[src/rtl/uart_pkg.sv]
// Shared definitions for the UART command transmitter.
// Optional 8E1 framing is selected with UART_TX_PARITY_EN.
package uart_pkg;

    localparam logic [2:0] ST_IDLE   = 3'd0;
    localparam logic [2:0] ST_START  = 3'd1;
    localparam logic [2:0] ST_DATA   = 3'd2;
    localparam logic [2:0] ST_PARITY = 3'd3;
    localparam logic [2:0] ST_STOP   = 3'd4;

    localparam logic LINE_IDLE = 1'b1;

    function automatic int calc_baud_div(input int clk_freq, input int baud_rate);
        return clk_freq / baud_rate;
    endfunction

endpackage

[src/rtl/uart_tx_if.sv]
// Byte write handshake between the upstream producer and uart_cmd_tx.
interface uart_tx_if;

    logic [7:0] tx_data;
    logic       tx_valid;
    logic       tx_ready;

    modport master (
        output tx_data,
        output tx_valid,
        input  tx_ready
    );

    modport slave (
        input  tx_data,
        input  tx_valid,
        output tx_ready
    );

endinterface

[src/rtl/uart_tx_fifo.sv]
// Single-clock byte FIFO with a registered occupancy counter.
module uart_tx_fifo #(
    parameter  int FIFO_DEPTH = 16,
    localparam int AW = $clog2(FIFO_DEPTH),
    localparam int LW = $clog2(FIFO_DEPTH + 1)
) (
    input  logic          clk,
    input  logic          rst_n,
    input  logic          push,
    input  logic          pop,
    input  logic [7:0]    din,
    output logic [7:0]    dout,
    output logic [LW-1:0] level,
    output logic          full,
    output logic          empty
);

    logic [7:0]    mem [FIFO_DEPTH];
    logic [AW-1:0] wptr;
    logic [AW-1:0] rptr;
    logic          push_ok;
    logic          pop_ok;

    assign full    = (level == LW'(FIFO_DEPTH));
    assign empty   = (level == '0);
    assign push_ok = push & ~full;
    assign pop_ok  = pop & ~empty;
    assign dout    = mem[rptr];

    always_ff @(posedge clk) begin
        if (push_ok) begin
            mem[wptr] <= din;
        end
    end

    // Depth is a power of two, so pointer overflow is the wrap.
    always_ff @(posedge clk or negedge rst_n) begin
        if (!rst_n) begin
            wptr  <= '0;
            rptr  <= '0;
            level <= '0;
        end else begin
            if (push_ok) begin
                wptr <= wptr + 1'b1;
            end
            if (pop_ok) begin
                rptr <= rptr + 1'b1;
            end
            if (push_ok && !pop_ok) begin
                level <= level + 1'b1;
            end else if (!push_ok && pop_ok) begin
                level <= level - 1'b1;
            end
        end
    end

endmodule

[src/rtl/uart_cmd_tx.sv]
// UART transmitter with byte FIFO; 8N1 by default, 8E1 when
// UART_TX_PARITY_EN is defined.
module uart_cmd_tx
    import uart_pkg::*;
#(
    parameter  int CLK_FREQ   = 50_000_000,
    parameter  int BAUD_RATE  = 115_200,
    parameter  int FIFO_DEPTH = 16,
    localparam int LW = $clog2(FIFO_DEPTH + 1)
) (
    input  logic          clk,
    input  logic          rst_n,
    uart_tx_if.slave      tx,
    output logic          uart_txd,
    output logic          tx_busy,
    output logic [LW-1:0] fifo_level
);

    localparam int BAUD_DIV = calc_baud_div(CLK_FREQ, BAUD_RATE);
    localparam int BW = $clog2(BAUD_DIV);

    logic [2:0]    state;
    logic [BW-1:0] baud_cnt;
    logic [2:0]    bit_cnt;
    logic [7:0]    shift_byte;
    logic          bit_end;
    logic          pop;
    logic          full;
    logic          empty;
    logic [7:0]    dout;

    uart_tx_fifo #(
        .FIFO_DEPTH (FIFO_DEPTH)
    ) u_fifo (
        .clk   (clk),
        .rst_n (rst_n),
        .push  (tx.tx_valid & tx.tx_ready),
        .pop   (pop),
        .din   (tx.tx_data),
        .dout  (dout),
        .level (fifo_level),
        .full  (full),
        .empty (empty)
    );

    assign tx.tx_ready = ~full;
    assign tx_busy     = (state != ST_IDLE) | (fifo_level != '0);
    assign bit_end     = (baud_cnt == BW'(BAUD_DIV - 1));

    // Pops happen from IDLE, or back-to-back at the end of STOP.
    assign pop = ~empty &
                 ((state == ST_IDLE) | ((state == ST_STOP) & bit_end));

    always_ff @(posedge clk or negedge rst_n) begin
        if (!rst_n) begin
            state      <= ST_IDLE;
            baud_cnt   <= '0;
            bit_cnt    <= '0;
            shift_byte <= '0;
            uart_txd   <= LINE_IDLE;
        end else begin
            if (state != ST_IDLE) begin
                baud_cnt <= bit_end ? '0 : baud_cnt + 1'b1;
            end
            unique case (1'b1)
                (state == ST_IDLE): begin
                    if (!empty) begin
                        shift_byte <= dout;
                        state      <= ST_START;
                        uart_txd   <= 1'b0;
                        baud_cnt   <= '0;
                    end
                end
                (state == ST_START): begin
                    if (bit_end) begin
                        state    <= ST_DATA;
                        bit_cnt  <= '0;
                        uart_txd <= shift_byte[0];
                    end
                end
                (state == ST_DATA): begin
                    if (bit_end) begin
                        if (bit_cnt == 3'd7) begin
                            bit_cnt  <= '0;
`ifdef UART_TX_PARITY_EN
                            state    <= ST_PARITY;
                            uart_txd <= ^shift_byte;
`else
                            state    <= ST_STOP;
                            uart_txd <= LINE_IDLE;
`endif
                        end else begin
                            bit_cnt  <= bit_cnt + 3'd1;
                            uart_txd <= shift_byte[bit_cnt + 3'd1];
                        end
                    end
                end
`ifdef UART_TX_PARITY_EN
                (state == ST_PARITY): begin
                    if (bit_end) begin
                        state    <= ST_STOP;
                        uart_txd <= LINE_IDLE;
                    end
                end
`endif
                (state == ST_STOP): begin
                    if (bit_end) begin
                        if (!empty) begin
                            shift_byte <= dout;
                            state      <= ST_START;
                            uart_txd   <= 1'b0;
                        end else begin
                            state      <= ST_IDLE;
                            uart_txd   <= LINE_IDLE;
                        end
                    end
                end
                default: begin
                    state    <= ST_IDLE;
                    uart_txd <= LINE_IDLE;
                end
            endcase
        end
    end

endmodule

[src/flat_wrapper.sv]
// flat-port wrapper written by rule: the top's interface ports become plain ports
module uart_cmd_tx_flat import uart_pkg::*;
#(
    parameter  int CLK_FREQ   = 50_000_000,
    parameter  int BAUD_RATE  = 115_200,
    parameter  int FIFO_DEPTH = 16,
    localparam int LW = $clog2(FIFO_DEPTH + 1)
)
  (clk, rst_n, uart_txd, tx_busy, fifo_level, tx_tx_data, tx_tx_valid, tx_tx_ready);
  uart_tx_if tx_i ();
  input  logic clk;
  input  logic rst_n;
  output logic uart_txd;
  output logic tx_busy;
  output logic [LW-1:0] fifo_level;
  input wire logic [$bits(tx_i.tx_data)-1:0] tx_tx_data;
  input wire logic [$bits(tx_i.tx_valid)-1:0] tx_tx_valid;
  output wire logic [$bits(tx_i.tx_ready)-1:0] tx_tx_ready;
  assign tx_i.tx_data = tx_tx_data;
  assign tx_i.tx_valid = tx_tx_valid;
  assign tx_tx_ready = tx_i.tx_ready;
  uart_cmd_tx #(.CLK_FREQ(CLK_FREQ), .BAUD_RATE(BAUD_RATE), .FIFO_DEPTH(FIFO_DEPTH)) u_core (.clk(clk), .rst_n(rst_n), .tx(tx_i), .uart_txd(uart_txd), .tx_busy(tx_busy), .fifo_level(fifo_level));
endmodule
[config.mk]
export PLATFORM = sky130hd
export DESIGN_NAME = uart_cmd_tx_flat
export DESIGN_NICKNAME = d
export VERILOG_FILES = /design/src/rtl/uart_pkg.sv /design/src/rtl/uart_tx_if.sv /design/src/rtl/uart_tx_fifo.sv /design/src/rtl/uart_cmd_tx.sv /design/src/flat_wrapper.sv
export SDC_FILE = /design/constraint.sdc
export NUM_CORES = 1
export LEC_CHECK = 0
export BUFFER_PORTS_ARGS = -buffer_cell sky130_fd_sc_hd__buf_2
export CORE_MARGIN = 4
export CORE_UTILIZATION = 50
export CTS_BUF_LIST = sky130_fd_sc_hd__clkbuf_8
export CTS_CLUSTER_DIAMETER = 50
export DETAILED_ROUTE_END_ITERATION = 10
export PLACE_DENSITY = 0.76
export SYNTH_ARGS = -nofsm -noshare
export SYNTH_HDL_FRONTEND = slang
export SYNTH_SLANG_ARGS = --single-unit
[constraint.sdc]
create_clock -name clk -period 4.65 [get_ports clk]
set_clock_uncertainty 0.15 [all_clocks]
set_input_delay 0.465 -clock clk [delete_from_list [all_inputs] [get_ports clk]]
set_output_delay 0.465 -clock clk [all_outputs]
set_load 0.02 [all_outputs]
Word level (Yosys, flattened, before mapping)
Memories as Yosys holds them, arrays and structs flattened.
Index checks and enable logic that the tools add are counted.
{"block": "word_totals", "mem_count": 1, "out_inout_bits": 8, "reg_bits": 37, "in_bits": 11, "wordCells": 82, "mem_bits_rw": 128}
{"block": "op_classes", "n_bitwise": 9, "magnitude_cmp": 1, "n_eq_ne": 11, "n_addsub": 6, "reduce_logical": 15, "mux": 31}
{"memory": "u_core.u_fifo.mem", "depth": 16, "word_bits": 8, "rd": 1, "rd_clocked_by_memory_dff": 0, "write_ports": 1, "line_no": "uart_tx_fifo.sv:18", "source": "logic [7:0] mem [FIFO_DEPTH];"}
{"op": "$mux W9", "count": 4}
{"op": "$mux W3", "count": 8}
{"op": "$mux W8", "count": 2}
{"op": "$pmux W8 S2", "count": 1}
{"op": "$pmux W3 S4", "count": 1}
{"op": "$mux W1", "count": 10}
{"op": "$mux W5", "count": 2}
{"op": "$add A9 B1 Y9 const B", "count": 1}
{"op": "$eq A9 B9 Y1 const B", "count": 1}
{"op": "$add A4 B1 Y4 const B", "count": 2}
{"op": "$eq A3 B3 Y1 const B", "count": 2}
{"op": "$ne A2 B1 Y1 const B", "count": 3}
{"op": "$pmux W3 S2", "count": 1}
{"op": "$reduce_bool A2 Y1", "count": 3}
{"op": "$add A5 B1 Y5 const B", "count": 1}
{"op": "$and A1 B1 Y1", "count": 5}
{"op": "$eq A5 B5 Y1 const B", "count": 1}
{"op": "$logic_not A5 Y1", "count": 1}
{"op": "$reduce_and A5 Y1", "count": 1}
{"op": "$reduce_bool A5 Y1", "count": 1}
{"op": "$sub A5 B1 Y5 const B", "count": 1}
{"op": "$lt A3 B4 Y1 const B", "count": 1}
{"op": "$ne A2 B2 Y1 const B", "count": 2}
{"op": "$pmux W1 S4", "count": 1}
{"op": "13 further kinds", "count": 17}

Depth between registers and ports, before layout
Gate-level depths: netlist of the first run.
{"block": "logic_depth", "depth_word": 8, "depth_mapped": 15, "ltp_nobuf": 14}

Modules after synthesis
A second synthesis of the first run with hierarchy kept.
{"block": "unflattened", "cells_unflattened": 448, "hier_area_um2": 7185.6}
{"mod": "uart_tx_fifo", "n_inst": 1, "cells_each": 322, "seq_area_each_um2": 4169.0, "area_per_inst_um2": 5774.3}
{"mod": "uart_cmd_tx", "n_inst": 1, "cells_each": 126, "seq_area_each_um2": 601.8, "area_per_inst_um2": 1411.4}

Least setup slack after synthesis of the first run
OpenSTA, ideal clock, no wires.
{"block": "synth_path", "kind": "register -> register", "startpoint": "reg u_core.baud_cnt[1]", "endpoint": "reg u_core.u_fifo.level[4]", "setup_time_ns": 0.080, "t_arrival_ns": 3.301, "n_path_buf": 1, "path_stages_with_launch": 16, "setup_slack_ns": 1.120, "t_required_ns": 4.420, "synth_period_minus_slack_ns": 3.530, "path_cell_list": "dfrtp_1 -> inv_1 -> ha_1 -> nand4b_1 -> or4_4 -> a2111oi_4 -> buf_6 -> inv_1 -> ha_1 -> inv_1 -> ha_1 -> nor2b_1 -> o21a_1 -> or3_1 -> a21oi_1 -> xor2_1"}
{"block": "synth_via", "elab_chain_len": 8, "word_cells_on_any_way": 10, "cone_classes": "eq/ne: 1; mux: 1; bitwise: 4; reduce/logical: 4"}
{"item": "start: declaration", "line_no": "uart_cmd_tx.sv:23", "source": "logic [BW-1:0] baud_cnt;"}
{"item": "start signal: assignment", "line_no": "uart_cmd_tx.sv:63", "source": "baud_cnt <= bit_end ? '0 : baud_cnt + 1'b1;"}
{"item": "$eq A9 B9 Y1 *", "line_no": "uart_cmd_tx.sv:48", "source": "assign bit_end = (baud_cnt == BW'(BAUD_DIV - 1));"}
{"item": "$and A1 B1 Y1 *", "line_no": "uart_cmd_tx.sv:52", "source": "((state == ST_IDLE) | ((state == ST_STOP) & bit_end));"}
{"item": "$or A1 B1 Y1 *", "line_no": "uart_cmd_tx.sv:52"}
{"item": "$and A1 B1 Y1 *", "line_no": "uart_cmd_tx.sv:51", "source": "assign pop = ~empty &"}
{"item": "$and A1 B1 Y1 *", "line_no": "uart_tx_fifo.sv:27", "source": "assign pop_ok = pop & ~empty;"}
{"item": "$logic_not A1 Y1", "line_no": "uart_tx_fifo.sv:49", "source": "if (push_ok && !pop_ok) begin"}
{"item": "$logic_and A1 B1 Y1", "line_no": "uart_tx_fifo.sv:49"}
{"item": "$mux W5 or $reduce_bool A2 Y1 (tied branches)"}
{"item": "end signal: assignment", "line_no": "uart_tx_fifo.sv:50", "source": "level <= level + 1'b1;"}
{"item": "end signal: assignment", "line_no": "uart_tx_fifo.sv:52", "source": "level <= level - 1'b1;"}
{"item": "end: declaration", "line_no": "uart_tx_fifo.sv:13", "source": "output logic [LW-1:0] level,"}
Every way passes the cells marked *; elsewhere a longest branch is shown, timed or not.
A chain may end at the register's enable or synchronous reset.

Final worst setup path of the first run
Same ends and word-level chain as after synthesis.

==> flow_summary_export.csv, run 1 <==
group,metric,value,unit
detailed_routing,drt-initial-drc-count,260,
logic_synthesis,synth_compound_area_share,5.24,%
logic_synthesis,synth.distinct_cells,50,
logic_synthesis,synth_flop_cell,"edfxtp_1",
grt,grt_pass1_vias,3844,
pwr,post-layout-total-power,3140,uW
pwr,p_leak,0.00263,uW
logic_synthesis,synth_common_cells,"128 x edfxtp_1, 36 x dfrtp_1, 32 x mux4_2",
logic_synthesis,synth_edf_count,128,
run,drv_cap,0,
finish,antennaDiodeCount,0,
logic_synthesis,syn_inst,424,
die,rows,43,
logic_synthesis,synth_top_cell_by_area,"edfxtp_1",
logic_synthesis,yosys_warnings,0,
sta,tightest_slew,1.02,ns
placement,dpl.hpwl,8.18,mm
logic_synthesis,seq_area_frac_synth,67.2,%
detailed_routing,wl_per_cell,18.9,um
clock_network,clockBufferDepth,2,
logic_synthesis,synth_top_family_by_area,"multiplexers",
sta,grt_setup_unrepaired,"no",
grt,globalRoute.totalOverflow,0,
grt,grt_max_degree,38,
worst_setup_path,cp-end-kind,"flop",
grt,antenna_found_initial,0,
sta,drv_slew,0,
pwr,combPwrFrac,13.7,%
die,die_x,127,um
die,die_area,16200,um2
logic_synthesis,syn_nets,450,
finish,fin_nets,475,
worst_setup_path,crit_arrival,3.98,ns
worst_setup_path,cp-start-kind,"flop",
run_status,status,"finished, final reports clean",
clock_network,numCtsBuffers,17,
detailed_routing,drc,0,
pwr,p_int,2280,uW
grt,grt.total_usage,16.2,%
die,pin_count,19,
pwr,p_seq_share,57.9,%
logic_synthesis,synth_top_area_share,54.2,%
sta,max_slew_margin,31.9,%
worst_setup_path,path_class,"flop to flop",
clock_network,clock_sinks,165,
logic_synthesis,synth-seq-cells,165,
sta,max_clock_freq,265,MHz
sta,tns,0,ns
clock_network,h-tree-depth,4,
pwr,clkPwrFrac,28.3,%
detailed_routing,wirelength,12.1,mm
worst_setup_path,critPathMaxFanout,13,
die,fp.dieH,127,um
finish,drive_gt1_share,23.0,%
grt,grt_first_pass_wirelength,20.1,mm
finish,area_growth,7.88,%
logic_synthesis,synthTopCellsByArea,"edfxtp_1 54%, dfrtp_1 13%, mux4_2 10%",
worst_setup_path,worstPathRequired,4.85,ns
clock_network,clkLatencyLatePin,0.43,ns
sta,final.min_clock_period,3.78,ns
sta,finalSetupViolations,0,
detailed_routing,firstDrtPassIters,5,
sta,hold_viol_final,0,
detailed_routing,via_per_inst,5.67,
worst_setup_path,path_buf_inv,4,
detailed_routing,ant_nets,0,
worst_setup_path,slowest_stage,"or4_4",
pwr,ir_drop,302,uV
worst_setup_path,slowest_delay,0.50,ns
pwr,powerDensity,411,nW/um2
worst_setup_path,crit_chain,"inv_1 > ha_1 > nand4b_1 > or4_4 > a2111oi_4 > buf_4 > inv_1 > ha_1 > inv_1 > ha_1 > nor2b_1 > o21a_1 > or3_1 > a21oi_1 > xor2_1",
logic_synthesis,syn-mean-instance-area,16.7,um2
logic_synthesis,async_flop_share,22.4,%
logic_synthesis,yosys.area_share.simple,6.33,%
detailed_routing,via_count,3636,
worst_setup_path,crit_family,"simple AND/OR/NAND/NOR gates",
hold_path,min_path_type,"primary input to flop",
clock_network,post-cts-setup-buffers,0,
clock_network,clk_pin_slew_worst_paths,0.09,ns
placement,portBuffers,18,
die,coreArea,13900,um2
placement,place.gp.congestion,0.767,
logic_synthesis,synth_xor_area_share,1.71,%
logic_synthesis,synthAdderAreaFrac,2.75,%
die,initial_core_util,51.1,%
pwr,p_switching,863,uW
sta,post-route-period-util,81.3,%
pwr,sw_frac_of_total,27.5,%
clock_network,cts_tree,"built",
logic_synthesis,yosysMostFrequentCell,"edfxtp_1",
clock_network,clockRootBuffer,"clkbuf_8",
logic_synthesis,synth_area,7100,um2
logic_synthesis,synthMuxAreaShare,13.6,%
[cell families (layout without fill, tap and decap cells)]
| family | Yosys count | count (layout) |
|---|---|---|
| muxes | 55 | 55 |
| xor gates and xnor gates | 13 | 13 |
| AOI/OAI and AO/OA | 54 | 54 |
| buffers and inverters | 35 | 72 |
| and+or+nand+nor | 87 | 87 |
| adders and majority gates | 15 | 15 |
| DFF | 165 | 165 |
[final cells by class]
class	instances	area (um2)
Clock buffer	17	234
Clock inverter	14	103
Fill cell	1051	6220
Inverter	12	45.0
Multi-Input combinational cell	224	2100
Sequential cell	165	4770
Tap cell	180	225
Timing Repair Buffer	29	175
[final timing paths]
kind	depth (start not counted)	from	slack, ns	end
worst max-delay path	15	u_core.baud_cnt[1]$_DFF_PN0_	0.87	u_core.u_fifo.level[4]$_DFFE_PN0P_
worst min-delay path	1	tx_tx_data[4]	0.26	u_core.u_fifo.mem[5][4]$_DFFE_PP_
min in group asynchronous	2	rst_n	0.51	u_core.u_fifo.level[2]$_DFFE_PN0P_
worst max register to register	15	u_core.baud_cnt[1]$_DFF_PN0_	0.87	u_core.u_fifo.level[4]$_DFFE_PN0P_
worst min register to register	1	u_core.shift_byte[1]$_DFFE_PN0P_	0.36	u_core.shift_byte[1]$_DFFE_PN0P_
max in group asynchronous	2	rst_n	3.25	u_core.u_fifo.rptr[0]$_DFFE_PN0P_
[worst reg2reg max path: stages, from the launching register on]
cell and delay [ns]:
dfrtp_1 0.40, inv_1 0.08, ha_1 0.14, nand4b_1 0.15
or4_4 0.50, a2111oi_4 0.36, buf_4 0.27, inv_1 0.07
ha_1 0.23, inv_1 0.15, ha_1 0.26, nor2b_1 0.14
o21a_1 0.17, or3_1 0.30, a21oi_1 0.18, xor2_1 0.15
[through the flow]
stage	utilization, %	cells	worst slack (ns)	cell area (um2)	hold slack [ns]
floorplan	-	424	1.12	7100	0.0194
global placement	52.7	609	1.06	7310	0.341
detailed placement	52.7	609	0.908	7310	0.347
CTS	55.2	641	0.872	7660	0.224
global route	55.2	641	0.658	7660	0.224
finish	55.2	641	0.871	7660	0.256
[per-layer routing]
layer	wire length, um	global-route usage, %	vias to the layer above	part of all wire [%]
met2	6150	26.6	98	51
met1	5300	21.6	1843	44
met5	0	0	-	0
met4	75	4.92	0	0.62
li1	-	-	1688	-
met3	616	4.06	7	5.1
[flip-flops by register name (all words and copies together), names as in the netlist]
register and flops:
u_core.u_fifo.mem 128, u_core.baud_cnt 9, u_core.shift_byte 8, u_core.u_fifo.level 5, u_core.u_fifo.rptr 4, u_core.u_fifo.wptr 4
u_core.bit_cnt 3, u_core.state 3, u_core.uart_txd 1
[cell usage in the layout, fill, tap and decap left out, drive strengths merged, types with 2 or more instances in the layout]
cell type	instances
nand3	6
nand2b	3
nand3b	3
xnor2	8
nor4	2
nand4	2
nor2b	10
or3	2
nor3	7
dfrtp	36
xor2	5
clkinv	6
o32ai	2
edfxtp	128
mux4	32
and3	3
inv	18
and2	2
ha	14
o21ai	15
mux2i	12
clkbuf	17
nor2	22
mux2	11
nand2	21
buf	28
a21oi	12
clkinvlp	2
a2bb2oi	2
a22o	4
a211oi	9
[power groups by stage]
stage	clock, uW	sequential [uW]	combinational [uW]
after floorplan	0	1850	285
after global placement	0	1850	412
after detailed placement	0	1860	437
after CTS	912	1820	439
after global routing	984	1840	480
final	891	1820	431
[what timing repair did]
action | 4_1_cts | 5_1_grt
hold endpoints to repair | 34 | 0
gates resized for setup | 0 | 0
hold buffers | 1 | 0
setup endpoints to repair | 0 | 0
Note: power is estimated with default switching activity, not from simulation.
==> inputs of run 2 (changes only) <==
ABC_AREA = 1   (was unset)
clock period = 3.6 ns   (was 4.65 ns; I/O delays follow)
==> flow_summary_export.csv, run 2 <==
group,metric,value,unit
run_status,status,"finished, final reports clean",
logic_synthesis,syn_inst,762,
detailed_routing,drc,0,
sta,hold_viol_final,0,
grt,grt_max_degree,67,
logic_synthesis,synth_edf_count,128,
die,die_x,131,um
sta,final.min_clock_period,2.90,ns
worst_setup_path,ff2ff_setup_slack,0.70,ns
grt,grt.total_usage,18.4,%
clock_network,cts_resized,0,
clock_network,clockRootBuffer,"clkbuf_8",
logic_synthesis,synth_area,7570,um2
finish,largest_reg_flops,128,
clock_network,post-cts-setup-buffers,0,
clock_network,clkLatencyLatePin,0.44,ns
worst_setup_path,slowest_stage,"dfrtp_1",
pwr,clkPwrFrac,32.7,%
placement,placed_cell_area,7730,um2
sta,max_slew_margin,22.4,%
die,pin_count,19,
pwr,sw_frac_of_total,26.3,%
clock_network,numCtsBuffers,17,
worst_setup_path,cp-end-kind,"flop",
die,coreArea,14700,um2
logic_synthesis,syn_nets,788,
finish,regMostFlops,"u_core.u_fifo.mem",
grt,globalRoute.totalOverflow,0,
finish,reg.largest.list,"u_core.u_fifo.mem (128), u_core.baud_cnt (9), u_core.shift_byte (8)",
finish,area_growth,7.94,%
run,drv_cap,0,
finish,final_cell_area,8170,um2
sta,post-route-period-util,80.5,%
finish,final_common_cell,"nand2_1",
finish,drive_gt1_share,9.38,%
worst_setup_path,crit_chain,"inv_1 > ha_1 > nand2_1 > nor2_1 > nand2_2 > nand2_4 > nand2_4 > ha_1 > inv_1 > ha_1 > a21oi_1 > o21ai_0 > a21oi_1 > o21ai_0 > nand2_1 > nand2_1",
sta,tightest_slew,1.16,ns
detailed_routing,wl_per_cell,15.3,um
pwr,combPwrFrac,13.7,%
detailed_routing,wirelength,14.9,mm
logic_synthesis,synth_top_cell_by_area,"edfxtp_1",
sta,drv_slew,0,
finish,fillerInstances,1191,
detailed_routing,dr.max_layer_used,"met4",
sta,max_clock_freq,345,MHz
sta,hold_ws,0.0731,ns
sta,tns,0,ns
clock_network,ctsHoldBuffers,1,
placement,place.gp.congestion,0.879,
logic_synthesis,synth_flop_cell,"edfxtp_1",
pwr,p_leak,0.00358,uW
grt,grt_pass1_vias,4786,
logic_synthesis,yosys_warnings,0,
finish,multi_input_area,2210,um2
pwr,p_int,3190,uW
grt,grt_first_pass_wirelength,24.2,mm
grt,antenna_found_initial,0,
detailed_routing,wl_met3,786,um
detailed_routing,ant_nets,0,
pwr,p_switching,1140,uW
detailed_routing,drt-initial-drc-count,385,
worst_setup_path,path_class,"flop to flop",
clock_network,clk_pin_slew_worst_paths,0.09,ns
pwr,powerDensity,531,nW/um2
sta,grt_setup_unrepaired,"no",
die,initial_core_util,51.5,%
placement,portBuffers,18,
logic_synthesis,async_flop_share,22.4,%
finish,fin_nets,802,
worst_setup_path,slowest_delay,0.41,ns
sta,finalSetupViolations,0,
finish,ff_latch_area,4770,um2
worst_setup_path,critPathMaxFanout,13,
die,rows,44,
detailed_routing,firstDrtPassIters,7,
pwr,ir_drop,428,uV
logic_synthesis,synthTopCellsByArea,"edfxtp_1 51%, nand2_1 13%, dfrtp_1 12%",
logic_synthesis,syn-mean-instance-area,9.93,um2
hold_path,min_path_type,"primary input to flop",
clock_network,h-tree-depth,4,
logic_synthesis,synth_top_area_share,50.8,%
logic_synthesis,synth-seq-cells,165,
worst_setup_path,crit_arrival,3.07,ns
worst_setup_path,worstPathRequired,3.77,ns
pwr,p_seq_share,53.6,%
clock_network,clock_sinks,165,
clock_network,cts_tree,"built",
detailed_routing,wl_met2,7.35,mm
die,fp.dieH,131,um
detailed_routing,via_count,4955,
die,die_area,17200,um2
logic_synthesis,yosysMostFrequentCell,"nand2_1",
placement,dpl.hpwl,9.44,mm
logic_synthesis,seq_area_frac_synth,63.0,%
logic_synthesis,synth_common_cells,"269 x nand2_1, 128 x edfxtp_1, 100 x nand3_1",
finish,antennaDiodeCount,0,
clock_network,clockBufferDepth,2,
worst_setup_path,cp-start-kind,"flop",
finish,layout_common_cells,"269 x nand2_1, 128 x edfxtp_1, 100 x nand3_1",
logic_synthesis,synth.distinct_cells,33,
detailed_routing,met1Wirelength,6.39,mm
detailed_routing,via_per_inst,5.09,
-- run 2: changes by cell type in the layout (fill, tap and decap cells not counted), sizes merged, moves of 5 or more --
cell,before,now
inv,18,106
nor3,7,1
buf,28,22
mux4,32,0
mux2i,12,0
a21oi,12,7
nor2,22,28
xnor2,8,2
nand3,6,101
nand2,21,276
xor2,5,13
a211oi,9,0
mux2,11,0
nor2b,10,0
-- run 2: path summary, 6_finish.rpt --
| path | startpoint | end | cells past startpoint |
|---|---|---|---|
| max | u_core.baud_cnt[1]$_DFF_PN0_ | u_core.u_fifo.level[4]$_DFFE_PN0P_ | 16 |
| min | tx_tx_valid | u_core.u_fifo.wptr[0]$_DFFE_PN0P_ | 3 |
| max in group asynchronous | rst_n | u_core.u_fifo.rptr[0]$_DFFE_PN0P_ | 2 |
| min in group asynchronous | rst_n | u_core.baud_cnt[3]$_DFF_PN0_ | 2 |
| min reg2reg | u_core.shift_byte[5]$_DFFE_PN0P_ | u_core.shift_byte[5]$_DFFE_PN0P_ | 2 |
| max reg2reg | u_core.baud_cnt[1]$_DFF_PN0_ | u_core.u_fifo.level[4]$_DFFE_PN0P_ | 16 |
-- run 2: per-layer routing --
metal  up-vias  track usage (%)
met4         0             7.32
met3        22             3.82
met2       152             30.3
li1       2498                -
met5         -                0
met1      2283             23.9
-- run 2: power groups by stage --
stage	logic, uW	registers (uW)	clock network (uW)
finish	594	2320	1420
global route	680	2340	1510
CTS	599	2320	1440
detailed placement	594	2370	0
global placement	576	2360	0
floorplan	369	2390	0
-- run 2: worst max-delay path: cells and delay by family (launching register included) --
kind | cells | cell delay [ns]
buffers and inverters | 2 | 0.27
AOI/OAI and AO/OA | 4 | 0.59
and+or+nand+nor | 7 | 0.66
DFF | 1 | 0.41
adders and majority gates | 3 | 0.69
-- run 2: layout make-up --
| class | instances | share of cell area [%] |
|---|---|---|
| repair buffers | 23 | 1.75 |
| well taps | 184 | 2.82 |
| inverters | 100 | 4.66 |
| clock buffers | 18 | 3.03 |
| flip-flops and latches | 165 | 58.4 |
| multi-input cells | 469 | 27.1 |
| clock inverters | 14 | 2.22 |
-- run 2: per-stage QoR --
step / std cells / utilization [%] / total power, uW / setup WS [ns]
after global routing: 973 / 55.6 / 4540 / 0.432
final: 973 / 55.6 / 4330 / 0.700
after detailed placement: 940 / 52.6 / 2960 / 0.773
after CTS: 973 / 55.6 / 4360 / 0.737
after floorplan: 762 / - / 2750 / 0.996
after global placement: 940 / 52.6 / 2930 / 0.897
-- run 2: kinds of logic after synthesis --
kind of cell	Yosys count	synth area share, %
and+or+nand+nor	407	22.6
DFF	165	63.0
buffers and inverters	128	7.70
AOI/OAI and AO/OA	32	2.35
xor gates and xnor gates	15	1.74
adders and majority gates	15	2.58
